`config.mk`:
```
export PLATFORM = sky130hd
export DESIGN_NAME = kvs_mc_parser
export DESIGN_NICKNAME = d
export VERILOG_FILES = /design/src/rtl/kvs_pkg.sv /design/src/rtl/kvs_key_hash.sv /design/src/rtl/kvs_mc_parser.sv
export SDC_FILE = /design/constraint.sdc
export NUM_CORES = 1
export LEC_CHECK = 0
export BUFFER_PORTS_ARGS = -buffer_cell sky130_fd_sc_hd__buf_4
export CORE_MARGIN = 10
export CORE_UTILIZATION = 61
export CTS_BUF_LIST = sky130_fd_sc_hd__clkbuf_2 sky130_fd_sc_hd__clkbuf_4 sky130_fd_sc_hd__clkbuf_8
export DETAILED_ROUTE_END_ITERATION = 10
export PLACE_DENSITY = 0.85
export SLEW_MARGIN = 15
export SYNTH_ARGS = -nofsm -noshare
export SYNTH_HDL_FRONTEND = slang
export SYNTH_HIERARCHICAL = 1
export SYNTH_SLANG_ARGS = --single-unit
```
`constraint.sdc`:
```
create_clock -name rx_clk -period 5.55 [get_ports rx_clk]
set_input_delay 0.2775 -clock rx_clk [delete_from_list [all_inputs] [get_ports rx_clk]]
set_output_delay 0.2775 -clock rx_clk [all_outputs]
set_load 0.005 [all_outputs]
```
`src/rtl/kvs_pkg.sv`:
```
// Shared constants and FSM encoding for the memcached binary-protocol datapath.
// Used by the RX parser and the TX response builder.
package kvs_pkg;

   localparam logic [7:0] MC_MAGIC_REQ = 8'h80;
   localparam logic [7:0] MC_MAGIC_RSP = 8'h81;
   localparam logic [7:0] MC_OP_GET    = 8'h00;
   localparam logic [7:0] MC_OP_SET    = 8'h01;
   localparam int         MC_HDR_LEN   = 24;
   localparam logic [4:0] MC_HDR_LAST  = 5'(MC_HDR_LEN - 1);

   localparam logic [2:0] ERR_NONE    = 3'd0;
   localparam logic [2:0] ERR_MAGIC   = 3'd1;
   localparam logic [2:0] ERR_TRUNC   = 3'd2;
   localparam logic [2:0] ERR_KEY_LEN = 3'd3;
   localparam logic [2:0] ERR_LEN     = 3'd4;

   typedef enum logic [2:0] {
      ST_IDLE  = 3'd0,
      ST_HDR   = 3'd1,
      ST_EXT   = 3'd2,
      ST_KEY   = 3'd3,
      ST_VAL   = 3'd4,
      ST_DONE  = 3'd5,
      ST_DRAIN = 3'd6
   } mc_state_e;

endpackage

```
`src/rtl/kvs_key_hash.sv`:
```
// Rotate-left-5 / XOR key hash; the result addresses the storage RAM directly.
// Shared between the RX parser and the TX path.
module kvs_key_hash #(
   parameter int HASH_W = 17
) (
   input  logic              rx_clk,
   input  logic              sys_rst,
   input  logic              clr,
   input  logic              en,
   input  logic [7:0]        data,
   output logic [HASH_W-1:0] hash
);

   logic [HASH_W-1:0] hash_r;

   function automatic logic [HASH_W-1:0] hash_step(input logic [HASH_W-1:0] h, input logic [7:0] b);
      hash_step = {h[HASH_W-6:0], h[HASH_W-1:HASH_W-5]} ^ {{(HASH_W-8){1'b0}}, b};
   endfunction

   // Hash accumulator; clear wins over a simultaneous update
   always_ff @(posedge rx_clk or posedge sys_rst) begin
      if (sys_rst) begin
         hash_r <= '0;
      end else if (clr) begin
         hash_r <= '0;
      end else if (en) begin
         hash_r <= hash_step(hash_r, data);
      end else begin
         hash_r <= hash_r;
      end
   end

   assign hash = hash_r;

endmodule

```
`src/rtl/kvs_mc_parser.sv`:
```
// Memcached binary request parser: header decode, key stream + hash, value stream,
// done/error pulses toward the TX response builder. All outputs registered.
module kvs_mc_parser
   import kvs_pkg::*;
#(
   parameter int MAX_KEY = 250,
   parameter int HASH_W  = 17
) (
   input  logic              rx_clk,
   input  logic              sys_rst,
   input  logic              mc_dv,
   input  logic [7:0]        mc_data,
   output logic              hdr_valid,
   output logic [7:0]        hdr_magic,
   output logic [7:0]        hdr_opcode,
   output logic [15:0]       hdr_key_len,
   output logic [7:0]        hdr_ext_len,
   output logic [31:0]       hdr_body_len,
   output logic [31:0]       hdr_opaque,
   output logic              key_dv,
   output logic [7:0]        key_data,
   output logic [HASH_W-1:0] key_hash,
   output logic              key_hash_vld,
   output logic              val_dv,
   output logic [7:0]        val_data,
   output logic              req_done,
   output logic              err_vld,
   output logic [2:0]        err_code
);

   localparam logic [15:0] MAX_KEY_LEN = 16'(MAX_KEY);

   mc_state_e   state_r, state_nx;
   logic [4:0]  idx_r, idx_nx;
   logic [31:0] len_r, len_nx;
   logic        armed_r;
   logic        hdr_cap_s, hash_clr_s, hash_en_s;
   logic        hdr_valid_r, hdr_valid_nx, key_dv_r, key_dv_nx, key_hash_vld_r, key_hash_vld_nx;
   logic        val_dv_r, val_dv_nx, req_done_r, req_done_nx, err_vld_r, err_vld_nx;
   logic [2:0]  err_code_r, err_code_nx;
   logic [7:0]  key_data_r, val_data_r;
   logic [7:0]  hdr_magic_r, hdr_opcode_r, hdr_ext_len_r;
   logic [15:0] hdr_key_len_r;
   logic [31:0] hdr_body_len_r, hdr_opaque_r;
   logic [31:0] val_len_s, after_key_len_s, after_ext_len_s, after_hdr_len_s;
   mc_state_e   after_key_st_s, after_ext_st_s, after_hdr_st_s;
   logic        key_too_long_s, len_bad_s;

   assign val_len_s      = hdr_body_len_r - {24'd0, hdr_ext_len_r} - {16'd0, hdr_key_len_r};
   assign key_too_long_s = (hdr_key_len_r > MAX_KEY_LEN);
   assign len_bad_s      = (({25'd0, hdr_ext_len_r} + {17'd0, hdr_key_len_r}) > {1'b0, hdr_body_len_r});

   // Successor phase after each section, skipping empty sections in the same cycle
   always_comb begin
      after_key_st_s  = ST_DONE;
      after_key_len_s = 32'd0;
      if (val_len_s != 32'd0) begin
         after_key_st_s  = ST_VAL;
         after_key_len_s = val_len_s;
      end else begin
         after_key_st_s  = ST_DONE;
         after_key_len_s = 32'd0;
      end
      if (hdr_key_len_r != 16'd0) begin
         after_ext_st_s  = ST_KEY;
         after_ext_len_s = {16'd0, hdr_key_len_r};
      end else begin
         after_ext_st_s  = after_key_st_s;
         after_ext_len_s = after_key_len_s;
      end
      if (hdr_ext_len_r != 8'd0) begin
         after_hdr_st_s  = ST_EXT;
         after_hdr_len_s = {24'd0, hdr_ext_len_r};
      end else begin
         after_hdr_st_s  = after_ext_st_s;
         after_hdr_len_s = after_ext_len_s;
      end
   end

   // Next-state and next-output decode
   always_comb begin
      state_nx        = state_r;
      idx_nx          = idx_r;
      len_nx          = len_r;
      hdr_cap_s       = 1'b0;
      hash_clr_s      = 1'b0;
      hash_en_s       = 1'b0;
      hdr_valid_nx    = 1'b0;
      key_dv_nx       = 1'b0;
      key_hash_vld_nx = 1'b0;
      val_dv_nx       = 1'b0;
      req_done_nx     = 1'b0;
      err_vld_nx      = 1'b0;
      err_code_nx     = err_code_r;
      case (state_r)
         ST_IDLE: begin
            // armed_r holds off a frame already in flight when reset released
            if (mc_dv && armed_r) begin
               hdr_cap_s  = 1'b1;
               hash_clr_s = 1'b1;
               if (mc_data == MC_MAGIC_REQ) begin
                  state_nx = ST_HDR;
                  idx_nx   = 5'd1;
               end else begin
                  err_vld_nx  = 1'b1;
                  err_code_nx = ERR_MAGIC;
                  state_nx    = ST_DRAIN;
               end
            end else begin
               state_nx = ST_IDLE;
            end
         end
         ST_HDR: begin
            if (!mc_dv) begin
               err_vld_nx  = 1'b1;
               err_code_nx = ERR_TRUNC;
               idx_nx      = 5'd0;
               state_nx    = ST_IDLE;
            end else if (idx_r == MC_HDR_LAST) begin
               hdr_cap_s    = 1'b1;
               hdr_valid_nx = 1'b1;
               idx_nx       = 5'd0;
               if (key_too_long_s) begin
                  err_vld_nx  = 1'b1;
                  err_code_nx = ERR_KEY_LEN;
                  state_nx    = ST_DRAIN;
               end else if (len_bad_s) begin
                  err_vld_nx  = 1'b1;
                  err_code_nx = ERR_LEN;
                  state_nx    = ST_DRAIN;
               end else begin
                  state_nx = after_hdr_st_s;
                  len_nx   = after_hdr_len_s;
               end
            end else begin
               hdr_cap_s = 1'b1;
               idx_nx    = idx_r + 5'd1;
            end
         end
         ST_EXT, ST_KEY, ST_VAL: begin
            if (!mc_dv) begin
               err_vld_nx  = 1'b1;
               err_code_nx = ERR_TRUNC;
               state_nx    = ST_IDLE;
            end else begin
               key_dv_nx = (state_r == ST_KEY);
               hash_en_s = (state_r == ST_KEY);
               val_dv_nx = (state_r == ST_VAL);
               if (len_r == 32'd1) begin
                  if (state_r == ST_EXT) begin
                     state_nx = after_ext_st_s;
                     len_nx   = after_ext_len_s;
                  end else if (state_r == ST_KEY) begin
                     key_hash_vld_nx = 1'b1;
                     state_nx        = after_key_st_s;
                     len_nx          = after_key_len_s;
                  end else begin
                     state_nx = ST_DONE;
                     len_nx   = 32'd0;
                  end
               end else begin
                  len_nx = len_r - 32'd1;
               end
            end
         end
         ST_DONE: begin
            req_done_nx = 1'b1;
            state_nx    = ST_DRAIN;
         end
         ST_DRAIN: begin
            if (!mc_dv) begin
               state_nx = ST_IDLE;
            end else begin
               state_nx = ST_DRAIN;
            end
         end
         default: begin
            state_nx = ST_IDLE;
         end
      endcase
   end

   // FSM, counters and registered stream/pulse outputs
   always_ff @(posedge rx_clk or posedge sys_rst) begin
      if (sys_rst) begin
         state_r        <= ST_IDLE;
         idx_r          <= 5'd0;
         len_r          <= 32'd0;
         armed_r        <= 1'b0;
         hdr_valid_r    <= 1'b0;
         key_dv_r       <= 1'b0;
         key_data_r     <= 8'd0;
         key_hash_vld_r <= 1'b0;
         val_dv_r       <= 1'b0;
         val_data_r     <= 8'd0;
         req_done_r     <= 1'b0;
         err_vld_r      <= 1'b0;
         err_code_r     <= ERR_NONE;
      end else begin
         state_r        <= state_nx;
         idx_r          <= idx_nx;
         len_r          <= len_nx;
         armed_r        <= armed_r | ~mc_dv;
         hdr_valid_r    <= hdr_valid_nx;
         key_dv_r       <= key_dv_nx;
         key_data_r     <= key_dv_nx ? mc_data : key_data_r;
         key_hash_vld_r <= key_hash_vld_nx;
         val_dv_r       <= val_dv_nx;
         val_data_r     <= val_dv_nx ? mc_data : val_data_r;
         req_done_r     <= req_done_nx;
         err_vld_r      <= err_vld_nx;
         err_code_r     <= err_code_nx;
      end
   end

   // Header field capture by byte index; CAS and reserved bytes fall through
   always_ff @(posedge rx_clk or posedge sys_rst) begin
      if (sys_rst) begin
         hdr_magic_r    <= 8'd0;
         hdr_opcode_r   <= 8'd0;
         hdr_key_len_r  <= 16'd0;
         hdr_ext_len_r  <= 8'd0;
         hdr_body_len_r <= 32'd0;
         hdr_opaque_r   <= 32'd0;
      end else if (hdr_cap_s) begin
         case (idx_r)
            5'd0:    hdr_magic_r           <= mc_data;
            5'd1:    hdr_opcode_r          <= mc_data;
            5'd2:    hdr_key_len_r[15:8]   <= mc_data;
            5'd3:    hdr_key_len_r[7:0]    <= mc_data;
            5'd4:    hdr_ext_len_r         <= mc_data;
            5'd8:    hdr_body_len_r[31:24] <= mc_data;
            5'd9:    hdr_body_len_r[23:16] <= mc_data;
            5'd10:   hdr_body_len_r[15:8]  <= mc_data;
            5'd11:   hdr_body_len_r[7:0]   <= mc_data;
            5'd12:   hdr_opaque_r[31:24]   <= mc_data;
            5'd13:   hdr_opaque_r[23:16]   <= mc_data;
            5'd14:   hdr_opaque_r[15:8]    <= mc_data;
            5'd15:   hdr_opaque_r[7:0]     <= mc_data;
            default: hdr_magic_r           <= hdr_magic_r;
         endcase
      end
   end

   kvs_key_hash #(.HASH_W(HASH_W)) u_key_hash (
      .rx_clk  (rx_clk),
      .sys_rst (sys_rst),
      .clr     (hash_clr_s),
      .en      (hash_en_s),
      .data    (mc_data),
      .hash    (key_hash)
   );

   assign hdr_valid    = hdr_valid_r;
   assign hdr_magic    = hdr_magic_r;
   assign hdr_opcode   = hdr_opcode_r;
   assign hdr_key_len  = hdr_key_len_r;
   assign hdr_ext_len  = hdr_ext_len_r;
   assign hdr_body_len = hdr_body_len_r;
   assign hdr_opaque   = hdr_opaque_r;
   assign key_dv       = key_dv_r;
   assign key_data     = key_data_r;
   assign key_hash_vld = key_hash_vld_r;
   assign val_dv       = val_dv_r;
   assign val_data     = val_data_r;
   assign req_done     = req_done_r;
   assign err_vld      = err_vld_r;
   assign err_code     = err_code_r;

endmodule
```
* Yosys cells after proc, flatten, opt, wreduce, memory -nomap -nowiden *
Index checks and enable logic that the tools add are counted.
Widths: inputs -> output; s select.

storage, ports and cells
  bits in registers = 187
  latch bits = 0
  RAM bits = 0
  bits in read-only memories = 0
  input bits = 11
  output and inout bits = 146
  logic and storage cells = 165
  memories = 0

cells by class
  add/sub/neg operators = 5
  $mul = 0
  div/mod/pow operators = 0
  order comparisons = 2
  eq/ne operators = 33
  shift operators = 0
  multiplexer cells = 67
  bitwise operators = 3
  reduce and logical (&&, ||, !) cells = 28

operators by type and width
  operator               number
  $mux 32                11
  $pmux 32 s2            1
  $mux 3                 20
  $eq 5x4->1 const B     8
  $mux 17                2
  $eq 32x1->1 const B    1
  $gt 17x32->1           1
  $reduce_bool 32->1     1
  $sub 32x1->32 const B  1
  $sub 32x16->32         1
  $sub 32x8->32          1
  $reduce_and 2->1       14
  $mux 1                 24
  $mux 5                 4
  $ne 2x2->1 const B     9
  $add 8x16->17          1
  $xor 17x8->17          1
  $gt 16x8->1 const B    1
  $reduce_bool 16->1     1
  $pmux 3 s5             1
  $reduce_and 6->1       2
  $eq 5x2->1 const B     2
  $pmux 5 s2             1
  $eq 3x3->1 const B     3
  22 further kinds       26

* Depth between registers and ports, before layout *
Gate-level depths: netlist of run 1.

  word-level depth = 11
  gate-level depth with buffers = 24
  mapped depth without buffers = 23

* By module *
The synthesis of run 1 kept the hierarchy.

by module, submodules not included
  module         instances  cells each  area each (um2)  seq. area each (um2)
  kvs_mc_parser  1          1168        11139.4          4254.1
  kvs_key_hash   1          65          844.6            425.4

* Worst setup path before layout of run 1 *
No wires, ideal clock.

  kind = reg2reg
  start = register hdr_key_len_r[0] (netlist: hdr_key_len[0])
  end = register len_r[25]
  setup time = 0.137 ns
  arrival = 4.738 ns
  data required time = 5.413 ns
  setup slack = 0.676 ns
  cell stages (with the launch flop) = 25
  buffers on the path = 1
  clock period less this slack = 4.874 ns
  cells stage by stage = dfrtp_1 ha_1 inv_1 fa_1 nor2b_1 o21ai_0 a21boi_0 o21ai_0 a21boi_0 o21ai_0 a21oi_1 and3_1 nand3_1 xnor2_1 ha_1 a21o_1 a221oi_1 o21a_1 a31o_2 nand2_1 o31ai_2 clkbuf_1 nand2_1 a21oi_1 o31ai_1

on the way
  longest elaborated chain between the ends = 10
  elaborated cells on any way between the ends = 21
  classes of those cells = add/sub: 2; order compare: 2; eq/ne: 2; mux: 12; reduce/logical: 3

ends and longest elaborated chain
  element                 line                  source
  from (decl)             kvs_mc_parser.sv:43   logic [15:0] hdr_key_len_r;
  from (signal assigned)  kvs_mc_parser.sv:230  5'd3: hdr_key_len_r[7:0] <= mc_data;
  $sub 32x16->32          kvs_mc_parser.sv:49   assign val_len_s = hdr_body_len_r - {24'd0, hdr_ext_len_r} - {16'd0, hdr_key_len_r};
  $reduce_bool 32->1      kvs_mc_parser.sv:57   if (val_len_s != 32'd0) begin
  $mux 32                 kvs_mc_parser.sv:57
  $mux 32                 kvs_mc_parser.sv:64   if (hdr_key_len_r != 16'd0) begin
  $mux 32                 kvs_mc_parser.sv:71   if (hdr_ext_len_r != 8'd0) begin
  $mux 32                 kvs_mc_parser.sv:127  end else if (len_bad_s) begin
  $mux 32                 kvs_mc_parser.sv:123  if (key_too_long_s) begin
  $mux 32                 kvs_mc_parser.sv:119  end else if (idx_r == MC_HDR_LAST) begin
  $mux 32                 kvs_mc_parser.sv:114  if (!mc_dv) begin
  $pmux 32 s2             kvs_mc_parser.sv:95   case (state_r)
  to (signal assigned)    kvs_mc_parser.sv:202  len_r <= len_nx;
  to (decl)               kvs_mc_parser.sv:35   logic [31:0] len_r, len_nx;

Parallel ways exist; a longest one is shown, timed or not. The select of a mux whose other input is x is not followed.
A chain may end at the register's enable or synchronous reset.

* Final worst setup path of run 1 *
  start = register hdr_key_len_r[0] (netlist: hdr_key_len[0])
  end = register len_r[9]

Same word-level chain as after synthesis.

==> impl_metrics.env, run 1 <==
export IMPL_run_status="finished, final reports clean"
export IMPL_finalCritPeriodShare=0.936
export IMPL_hp_start="mc_dv"
export IMPL_ant_nets=0
export IMPL_worstMarginPinSlew_ps=903
export IMPL_synth_cell_type_count=74
export IMPL_syn_nets=1320
export IMPL_placedInstanceArea_sq_um=13400
export IMPL_route_detailed_drc=0
export IMPL_timing_critical_path_cells="ha_1 -> inv_1 -> fa_1 -> nor2b_1 -> o21ai_0 -> a21boi_1 -> o21ai_0 -> a21boi_0 -> o21ai_0 -> a21oi_1 -> and3_1 -> nand3_1 -> xnor2_1 -> ha_1 -> a21o_1 -> a221oi_2 -> o21a_1 -> a31o_2 -> nand2_1 -> o31ai_2 -> buf_6 -> nand2_1 -> o22ai_1 -> o22ai_1"
export IMPL_yosysWarningCount=6
export IMPL_die_y_um=160
export IMPL_globalplace_congestion=0.997
export IMPL_multi_input_comb_area_sq_um=6760
export IMPL_tritoncts="done"
export IMPL_synth_avg_cell_area_sq_um=9.72
export IMPL_fp_dieW_um=160
export IMPL_pwr_density_cell_nw_per_um2=555
export IMPL_critical_path_max_fanout=18
export IMPL_worst_setup_path_startpoint="hdr_key_len[0]"
export IMPL_clock_sinks=187
export IMPL_critical_path_startpoint_type="flip-flop"
export IMPL_clk_slew_on_worst_s_h_paths_ps=120
export IMPL_drtPass1Iterations=5
export IMPL_top_level_ports=157
export IMPL_detailedPlacementHpwl_um=27900
export IMPL_grt_pass1_vias=10600
export IMPL_tritoncts_num_buffers=17
export IMPL_layout_cells_most_common_list="sky130_fd_sc_hd__dfrtp_1, sky130_fd_sc_hd__buf_4, sky130_fd_sc_hd__mux2_2"
export IMPL_yosysTopAreaCell="sky130_fd_sc_hd__dfrtp_1"
export IMPL_num_rows=51
export IMPL_clock_skew_final_ps=17.8
export IMPL_io_buffer_count=156
export IMPL_h_tree_levels=4
export IMPL_layout_cell_area_non_filler_sq_um=13800
export IMPL_mostFrequentLayoutCell="sky130_fd_sc_hd__dfrtp_1"
export IMPL_dr_total_vias=10600
export IMPL_reg2reg_slack_ps=360
export IMPL_dieArea_sq_um=25700
export IMPL_post_synth_top_area_fraction=0.390
export IMPL_synth_seq_cells=187
export IMPL_synth_cells=1233
export IMPL_endpoint_kind="flip-flop"
export IMPL_vias_per_cell=6.42
export IMPL_grt_antenna_before_repair=0
export IMPL_critical_path_slowest_cell="sky130_fd_sc_hd__fa_1"
export IMPL_num_fill_cells=1429
export IMPL_synth_top_cells_by_area="sky130_fd_sc_hd__dfrtp_1, sky130_fd_sc_hd__mux2_2, sky130_fd_sc_hd__ha_1"
export IMPL_most_common_cell_type_on_the_critical_path="sky130_fd_sc_hd__o21ai_0"
export IMPL_min_to="armed_r"
export IMPL_reg2reg_depth=24
export IMPL_synth_enable_flop_cells=0
export IMPL_timing_fmax_ghz=0.193
export IMPL_wl_um=38400
export IMPL_total_track_usage=0.291
export IMPL_min_delay_path_class="input pin to flip-flop"
export IMPL_max_cap_viols=0
export IMPL_r2r_start="hdr_key_len[0]"
export IMPL_global_route_wire_length_before_repair_um=60300
export IMPL_cts_root_buf="sky130_fd_sc_hd__clkbuf_8"
export IMPL_worst_hold_path_num_cells=2
export IMPL_post_layout_nets=1460
export IMPL_critPathRequiredTime_ps=5920
export IMPL_finalSetupViolations=0
export IMPL_timing_rr_end="len_r[9]"
export IMPL_share_of_layout_cells_above_drive_strength_1=0.266
export IMPL_cts_buffer_depth=2
export IMPL_core_area_sq_um=19400
export IMPL_critPathKind="flip-flop to flip-flop"
export IMPL_insertion_delay_ps=510
export IMPL_power_leakage_nw=6.60
export IMPL_grt_overflow_total=0
export IMPL_detail_route_wl_per_cell_um=23.2
export IMPL_worst_ep_arrival_time_ps=5570
export IMPL_unrepaired_setup_endpoints_after_global_routing="false"
export IMPL_postSynth_topFlopCell="sky130_fd_sc_hd__dfrtp_1"
export IMPL_synthesis_area_sq_um=12000
export IMPL_final_setup_tns_ps=0
export IMPL_antenna_diode_instance_count=0
export IMPL_initialDrtViolationCount=841
export IMPL_initial_utilization=0.618
export IMPL_timing_hold_violations_final=0
export IMPL_min_period_ps=5190
export IMPL_worst_max_slew_margin_expressed_relative_to_the_limit=0.398
export IMPL_seq_area_frac_synth=0.390
export IMPL_flow_area_growth_from_synthesis_pct=15.5
export IMPL_grt_start_max_net_pins=103
export IMPL_ir_drop_mv=0.339
export IMPL_synth_async_sr_flop_share=1.00
export IMPL_area_sequential_sq_um=4680
export IMPL_final_max_slew_violation_count=0
export IMPL_timing_critical_path_slowest_cell_delay_ps=400
[per-stage QoR]
stage / total power [mW] / hold WS, ps / cells / setup WS, ps / utilization
after floorplan: 5.07 / 204 / 1233 / 669 / -
after global placement: 6.47 / 424 / 1616 / 522 / 0.689
after detailed placement: 6.54 / 432 / 1616 / 360 / 0.689
after CTS: 7.54 / 30.1 / 1649 / 277 / 0.711
after global routing: 8.16 / 59.2 / 1651 / 19.7 / 0.713
final: 7.69 / 44.4 / 1651 / 356 / 0.713
[worst max-delay path, delay by kind of cell (launching register included)]
kind / cells / cell delay [ps]
adder cells (fa/ha/maj): 3 / 910
AND/OR/NAND/NOR: 5 / 780
buffers and inverters: 2 / 290
AO/OA/AOI/OAI: 13 / 2510
flip-flops: 1 / 390
XOR/XNOR: 1 / 170
[report_power, final]
part	leakage [nW]	switching, mW	internal, mW
combinational	3.90	2.78	1.81
clock	0.211	0.625	0.352
sequential	2.48	0.432	1.69
[kinds of logic after synthesis]
family,after synthesis,synth area share
DFF,187,0.390
muxes,132,0.123
AOI/OAI and AO/OA,272,0.154
xor gates and xnor gates,60,0.0445
adders and majority gates,76,0.0856
and+or+nand+nor,372,0.155
buffers and inverters,134,0.0467
[cells in the mapped netlist, types with 11 or more instances]
| cell | n |
|---|---|
| sky130_fd_sc_hd__a211oi_1 | 13 |
| sky130_fd_sc_hd__a21o_1 | 12 |
| sky130_fd_sc_hd__a21oi_1 | 61 |
| sky130_fd_sc_hd__a31oi_1 | 17 |
| sky130_fd_sc_hd__clkbuf_1 | 42 |
| sky130_fd_sc_hd__dfrtp_1 | 187 |
| sky130_fd_sc_hd__ha_1 | 66 |
| sky130_fd_sc_hd__inv_1 | 78 |
| sky130_fd_sc_hd__mux2_2 | 121 |
| sky130_fd_sc_hd__mux2i_1 | 11 |
| sky130_fd_sc_hd__nand2_1 | 91 |
| sky130_fd_sc_hd__nand3_1 | 39 |
| sky130_fd_sc_hd__nand4_1 | 14 |
| sky130_fd_sc_hd__nor2_1 | 96 |
| sky130_fd_sc_hd__nor3_1 | 29 |
| sky130_fd_sc_hd__nor4_1 | 26 |
| sky130_fd_sc_hd__o21ai_0 | 56 |
| sky130_fd_sc_hd__o22ai_1 | 19 |
| sky130_fd_sc_hd__xnor2_1 | 39 |
| sky130_fd_sc_hd__xor2_1 | 20 |
[how the worst max path moves through the flow]
| stage | depth (start not counted) | end | slack (ps) |
|---|---|---|---|
| floorplan | 1 | armed_r | 670 |
| global placement | 23 | len_r[9] | 520 |
| detailed placement | 23 | len_r[9] | 360 |
| CTS | 23 | len_r[9] | 280 |
| global route | 23 | len_r[9] | 20 |
| finish | 24 | len_r[9] | 360 |
[repair_timing]
action                                  4_1_cts  5_1_grt
buffers inserted                              0        2
endpoints found under the hold margin        43        0
gates resized for setup                       0        4
endpoints found under the setup margin        0       20
hold buffers                                  1        0
[sequential cells by signal, indices dropped and copies added (netlist names)]
register,flops
hdr_opcode,8
key_hash_vld,1
u_key_hash/hash,17
key_data,8
hdr_valid,1
hdr_ext_len,8
armed_r,1
val_dv,1
val_data,8
hdr_body_len,32
len_r,32
err_vld,1
state_r,3
hdr_opaque,32
hdr_magic,8
hdr_key_len,16
idx_r,5
req_done,1
key_dv,1
err_code,3
[final cells by class]
type,count,share of cell area
repair buffers,177,0.0974
inverters,78,0.0215
clock buffers,17,0.0169
flip-flops and latches,187,0.338
well taps,265,0.0240
multi-input cells,912,0.488
clock inverters,15,0.0136
[layer usage]
layer	global-route usage	wire length, um	up-vias
met1	0.367	15100	5212
met4	0.105	1130	0
met5	0	0	-
met2	0.480	18500	547
met3	0.0653	3730	91
li1	-	-	4744
Note: power is estimated with default switching activity, not from simulation.
==> run 2, diff against run 1 <==
--- a/config.mk
+++ b/config.mk
@@ -5,14 +5,14 @@
 export SDC_FILE = /design/constraint.sdc
 export NUM_CORES = 1
 export LEC_CHECK = 0
+export ABC_AREA = 1
 export BUFFER_PORTS_ARGS = -buffer_cell sky130_fd_sc_hd__buf_4
 export CORE_MARGIN = 10
 export CORE_UTILIZATION = 61
 export CTS_BUF_LIST = sky130_fd_sc_hd__clkbuf_2 sky130_fd_sc_hd__clkbuf_4 sky130_fd_sc_hd__clkbuf_8
 export DETAILED_ROUTE_END_ITERATION = 10
-export PLACE_DENSITY = 0.85
+export PLACE_DENSITY = 0.84
 export SLEW_MARGIN = 15
 export SYNTH_ARGS = -nofsm -noshare
 export SYNTH_HDL_FRONTEND = slang
-export SYNTH_HIERARCHICAL = 1
 export SYNTH_SLANG_ARGS = --single-unit
==> run 2 against run 1 <==
Clock skew increased by 4.3 ps; sequential share of layout area decreased by 2.5 points; critical path depth increased by 3; sequential power about the same; fmax increased by 10%; largest power group unchanged.
==> impl_metrics.env, run 2 <==
export IMPL_run_status="finished, final reports clean"
export IMPL_dr_total_vias=13100
export IMPL_yosysTopAreaCell="sky130_fd_sc_hd__dfrtp_1"
export IMPL_max_cap_viols=0
export IMPL_synth_top_family_by_area="simple AND/OR/NAND/NOR gates"
export IMPL_detailedPlacementHpwl_um=32800
export IMPL_total_track_usage=0.296
export IMPL_worst_setup_path_endpoint="len_r[6]"
export IMPL_worst_ep_arrival_time_ps=5080
export IMPL_placedInstanceArea_sq_um=14500
export IMPL_synth_mux_area_frac=0
export IMPL_pwr_density_cell_nw_per_um2=718
export IMPL_synthSimpleGateAreaFrac=0.302
export IMPL_grt_pass1_vias=12600
export IMPL_unrepaired_setup_endpoints_after_global_routing="false"
export IMPL_ir_drop_mv=0.425
export IMPL_critPathRequiredTime_ps=5910
export IMPL_grt_antenna_before_repair=0
export IMPL_synth_top_cells_by_area="sky130_fd_sc_hd__dfrtp_1, sky130_fd_sc_hd__nand2_1, sky130_fd_sc_hd__inv_1"
export IMPL_grt_start_max_net_pins=79
export IMPL_share_of_layout_cells_above_drive_strength_1=0.156
export IMPL_reg2reg_depth=27
export IMPL_insertion_delay_ps=480
export IMPL_clock_skew_final_ps=22.1
export IMPL_initial_utilization=0.625
export IMPL_timing_rr_end="len_r[6]"
export IMPL_top_level_ports=157
export IMPL_route_detailed_drc=0
export IMPL_synth_enable_flop_cells=0
export IMPL_ant_nets=0
export IMPL_min_delay_path_class="input pin to flip-flop"
export IMPL_synth_cells=1841
export IMPL_reg2reg_slack_ps=830
export IMPL_worst_setup_path_startpoint="hdr_ext_len[0]"
export IMPL_seq_area_frac_synth=0.353
export IMPL_post_synth_top_area_fraction=0.353
export IMPL_area_sequential_sq_um=4680
export IMPL_globalplace_congestion=1.04
export IMPL_worstMarginPinSlew_ps=1090
export IMPL_antenna_diode_instance_count=0
export IMPL_final_setup_tns_ps=0
export IMPL_drtPass1Iterations=8
export IMPL_die_y_um=167
export IMPL_synth_seq_cells=187
export IMPL_io_buffer_count=156
export IMPL_tritoncts_num_buffers=17
export IMPL_critPathKind="flip-flop to flip-flop"
export IMPL_synth_cell_type_count=54
export IMPL_synth_async_sr_flop_share=1.00
export IMPL_stdcell_count=2256
export IMPL_finalCritPeriodShare=0.850
export IMPL_post_layout_nets=2055
export IMPL_compound_cell_area_share_of_the_yosys_netlist=0.137
export IMPL_num_rows=53
export IMPL_core_area_sq_um=21200
export IMPL_fp_dieW_um=167
export IMPL_h_tree_levels=4
export IMPL_synth_avg_cell_area_sq_um=7.20
export IMPL_synth_cells_most_frequent="sky130_fd_sc_hd__nand2_1, sky130_fd_sc_hd__inv_1, sky130_fd_sc_hd__dfrtp_1"
export IMPL_synthesis_area_sq_um=13300
export IMPL_vias_per_cell=5.81
export IMPL_finalSetupViolations=0
export IMPL_critical_path_startpoint_type="flip-flop"
export IMPL_clock_sinks=187
export IMPL_synthMostInstantiatedCell="sky130_fd_sc_hd__nand2_1"
export IMPL_timing_hold_violations_final=0
export IMPL_multi_input_comb_area_sq_um=7230
export IMPL_layout_cell_area_non_filler_sq_um=14900
export IMPL_synth_xor_xnor_area_share=0.0283
export IMPL_tritoncts="done"
export IMPL_cts_buffer_depth=2
export IMPL_final_max_slew_violation_count=0
export IMPL_critical_path_max_fanout=35
export IMPL_wl_um=42700
export IMPL_global_route_wire_length_before_repair_um=68200
export IMPL_dieArea_sq_um=28000
export IMPL_layout_cells_most_common_list="sky130_fd_sc_hd__nand2_1, sky130_fd_sc_hd__inv_1, sky130_fd_sc_hd__dfrtp_1"
export IMPL_r2r_start="hdr_ext_len[0]"
export IMPL_endpoint_kind="flip-flop"
export IMPL_post_cts_resize_count=0
export IMPL_num_fill_cells=1790
export IMPL_detail_route_wl_per_cell_um=18.9
export IMPL_syn_nets=1928
export IMPL_mostFrequentLayoutCell="sky130_fd_sc_hd__nand2_1"
export IMPL_clk_slew_on_worst_s_h_paths_ps=110
export IMPL_postSynth_topFlopCell="sky130_fd_sc_hd__dfrtp_1"
export IMPL_post_layout_total_power_mw=10.7
export IMPL_power_leakage_nw=7.57
export IMPL_initialDrtViolationCount=1353
export IMPL_cts_root_buf="sky130_fd_sc_hd__clkbuf_8"
export IMPL_grt_overflow_total=0
export IMPL_flow_area_growth_from_synthesis_pct=12.6
export IMPL_synth_adder_area_share=0.0774
export IMPL_placed_cells=2223
export IMPL_yosysWarningCount=0
export IMPL_timing_fmax_ghz=0.212
export IMPL_min_period_ps=4720
export IMPL_worst_max_slew_margin_expressed_relative_to_the_limit=0.271
[run 2: cell types whose count changed in the layout (fill, tap and decap cells not counted), moves of 22 or more]
cell / change
sky130_fd_sc_hd__nand2_1: +384
sky130_fd_sc_hd__nand3_1: +47
sky130_fd_sc_hd__xnor2_1: -23
sky130_fd_sc_hd__o21ai_0: +50
sky130_fd_sc_hd__inv_2: +22
sky130_fd_sc_hd__inv_1: +186
sky130_fd_sc_hd__nor2_1: +33
sky130_fd_sc_hd__nand2_2: +25
sky130_fd_sc_hd__mux2_2: -121
sky130_fd_sc_hd__o21ai_1: +104
[run 2: power breakdown]
group	switching (mW)	internal, mW
Clock	0.572	0.343
Sequential	0.434	1.71
Combinational	5.27	2.38
Total	6.28	4.44
[run 2: final cells by class]
| class | count | area share |
|---|---|---|
| Tap cell | 275 | 0.0230 |
| Timing Repair Buffer | 162 | 0.0816 |
| Multi-Input combinational cell | 1314 | 0.484 |
| Clock inverter | 14 | 0.00980 |
| Sequential cell | 187 | 0.313 |
| Clock buffer | 18 | 0.0162 |
| Inverter | 286 | 0.0722 |
[run 2: worst min-delay path by stage]
stage / cells after the start / start / slack [ps] / end
final: 3 / mc_data[0] / 90 / u_key_hash.hash[0]
after global routing: 3 / mc_data[6] / 120 / u_key_hash.hash[6]
after CTS: 3 / mc_data[0] / 70 / u_key_hash.hash[0]
after detailed placement: 2 / sys_rst / 430 / hdr_opaque[29]
after global placement: 2 / sys_rst / 430 / hdr_opaque[31]
after floorplan: 2 / mc_dv / 430 / val_dv
[run 2: cell families (layout without fill, tap and decap cells)]
| logic type | after synthesis | count (layout) |
|---|---|---|
| simple gates | 865 | 865 |
| compound gates | 331 | 331 |
| fa+ha+maj | 76 | 76 |
| xor+xnor | 42 | 42 |
| flops | 187 | 187 |
| buf+inv | 340 | 480 |
[run 2: metal layers]
metal | wire, um | track usage | vias to the layer above
li1 | - | - | 6204
met1 | 17200 | 0.379 | 6152
met2 | 19400 | 0.466 | 652
met3 | 4310 | 0.0772 | 101
met4 | 1740 | 0.126 | 0
met5 | 0 | 0 | -
[run 2: metrics by stage]
stage / utilization / worst slack, ps / hold slack, ps
6_report: 0.704 / 833 / 94.4
5_1_grt: 0.704 / 313 / 116
4_1_cts: 0.704 / 850 / 71.6
3_5_place_dp: 0.685 / 896 / 427
3_3_place_gp: 0.685 / 1080 / 426
2_1_floorplan: - / 187 / 433
[run 2: worst max-delay path, stage by stage (launching register included)]
cell	delay (ps)
sky130_fd_sc_hd__dfrtp_1	460
sky130_fd_sc_hd__ha_1	200
sky130_fd_sc_hd__inv_1	60
sky130_fd_sc_hd__fa_1	390
sky130_fd_sc_hd__nand3b_1	170
sky130_fd_sc_hd__and2_1	180
sky130_fd_sc_hd__nor2_1	100
sky130_fd_sc_hd__o21ai_1	60
sky130_fd_sc_hd__nand2_1	90
sky130_fd_sc_hd__a21oi_1	70
sky130_fd_sc_hd__o21ai_1	250
sky130_fd_sc_hd__nand4_1	240
sky130_fd_sc_hd__nor2_1	180
sky130_fd_sc_hd__xor2_1	200
sky130_fd_sc_hd__ha_1	270
sky130_fd_sc_hd__nand4_1	150
sky130_fd_sc_hd__a31oi_1	60
sky130_fd_sc_hd__nor2_1	90
sky130_fd_sc_hd__nand2_1	80
sky130_fd_sc_hd__nand2_1	70
sky130_fd_sc_hd__o21ai_0	90
sky130_fd_sc_hd__nand2_1	190
sky130_fd_sc_hd__nand3_1	100
sky130_fd_sc_hd__nand2_1	90
sky130_fd_sc_hd__nand2_1	70
sky130_fd_sc_hd__inv_2	420
sky130_fd_sc_hd__nand3_1	130
sky130_fd_sc_hd__o21a_1	140
[run 2: repair_timing]
action,4_1_cts,5_1_grt
endpoints found under the hold margin,76,0
hold buffers,1,0
setup buffers,0,0
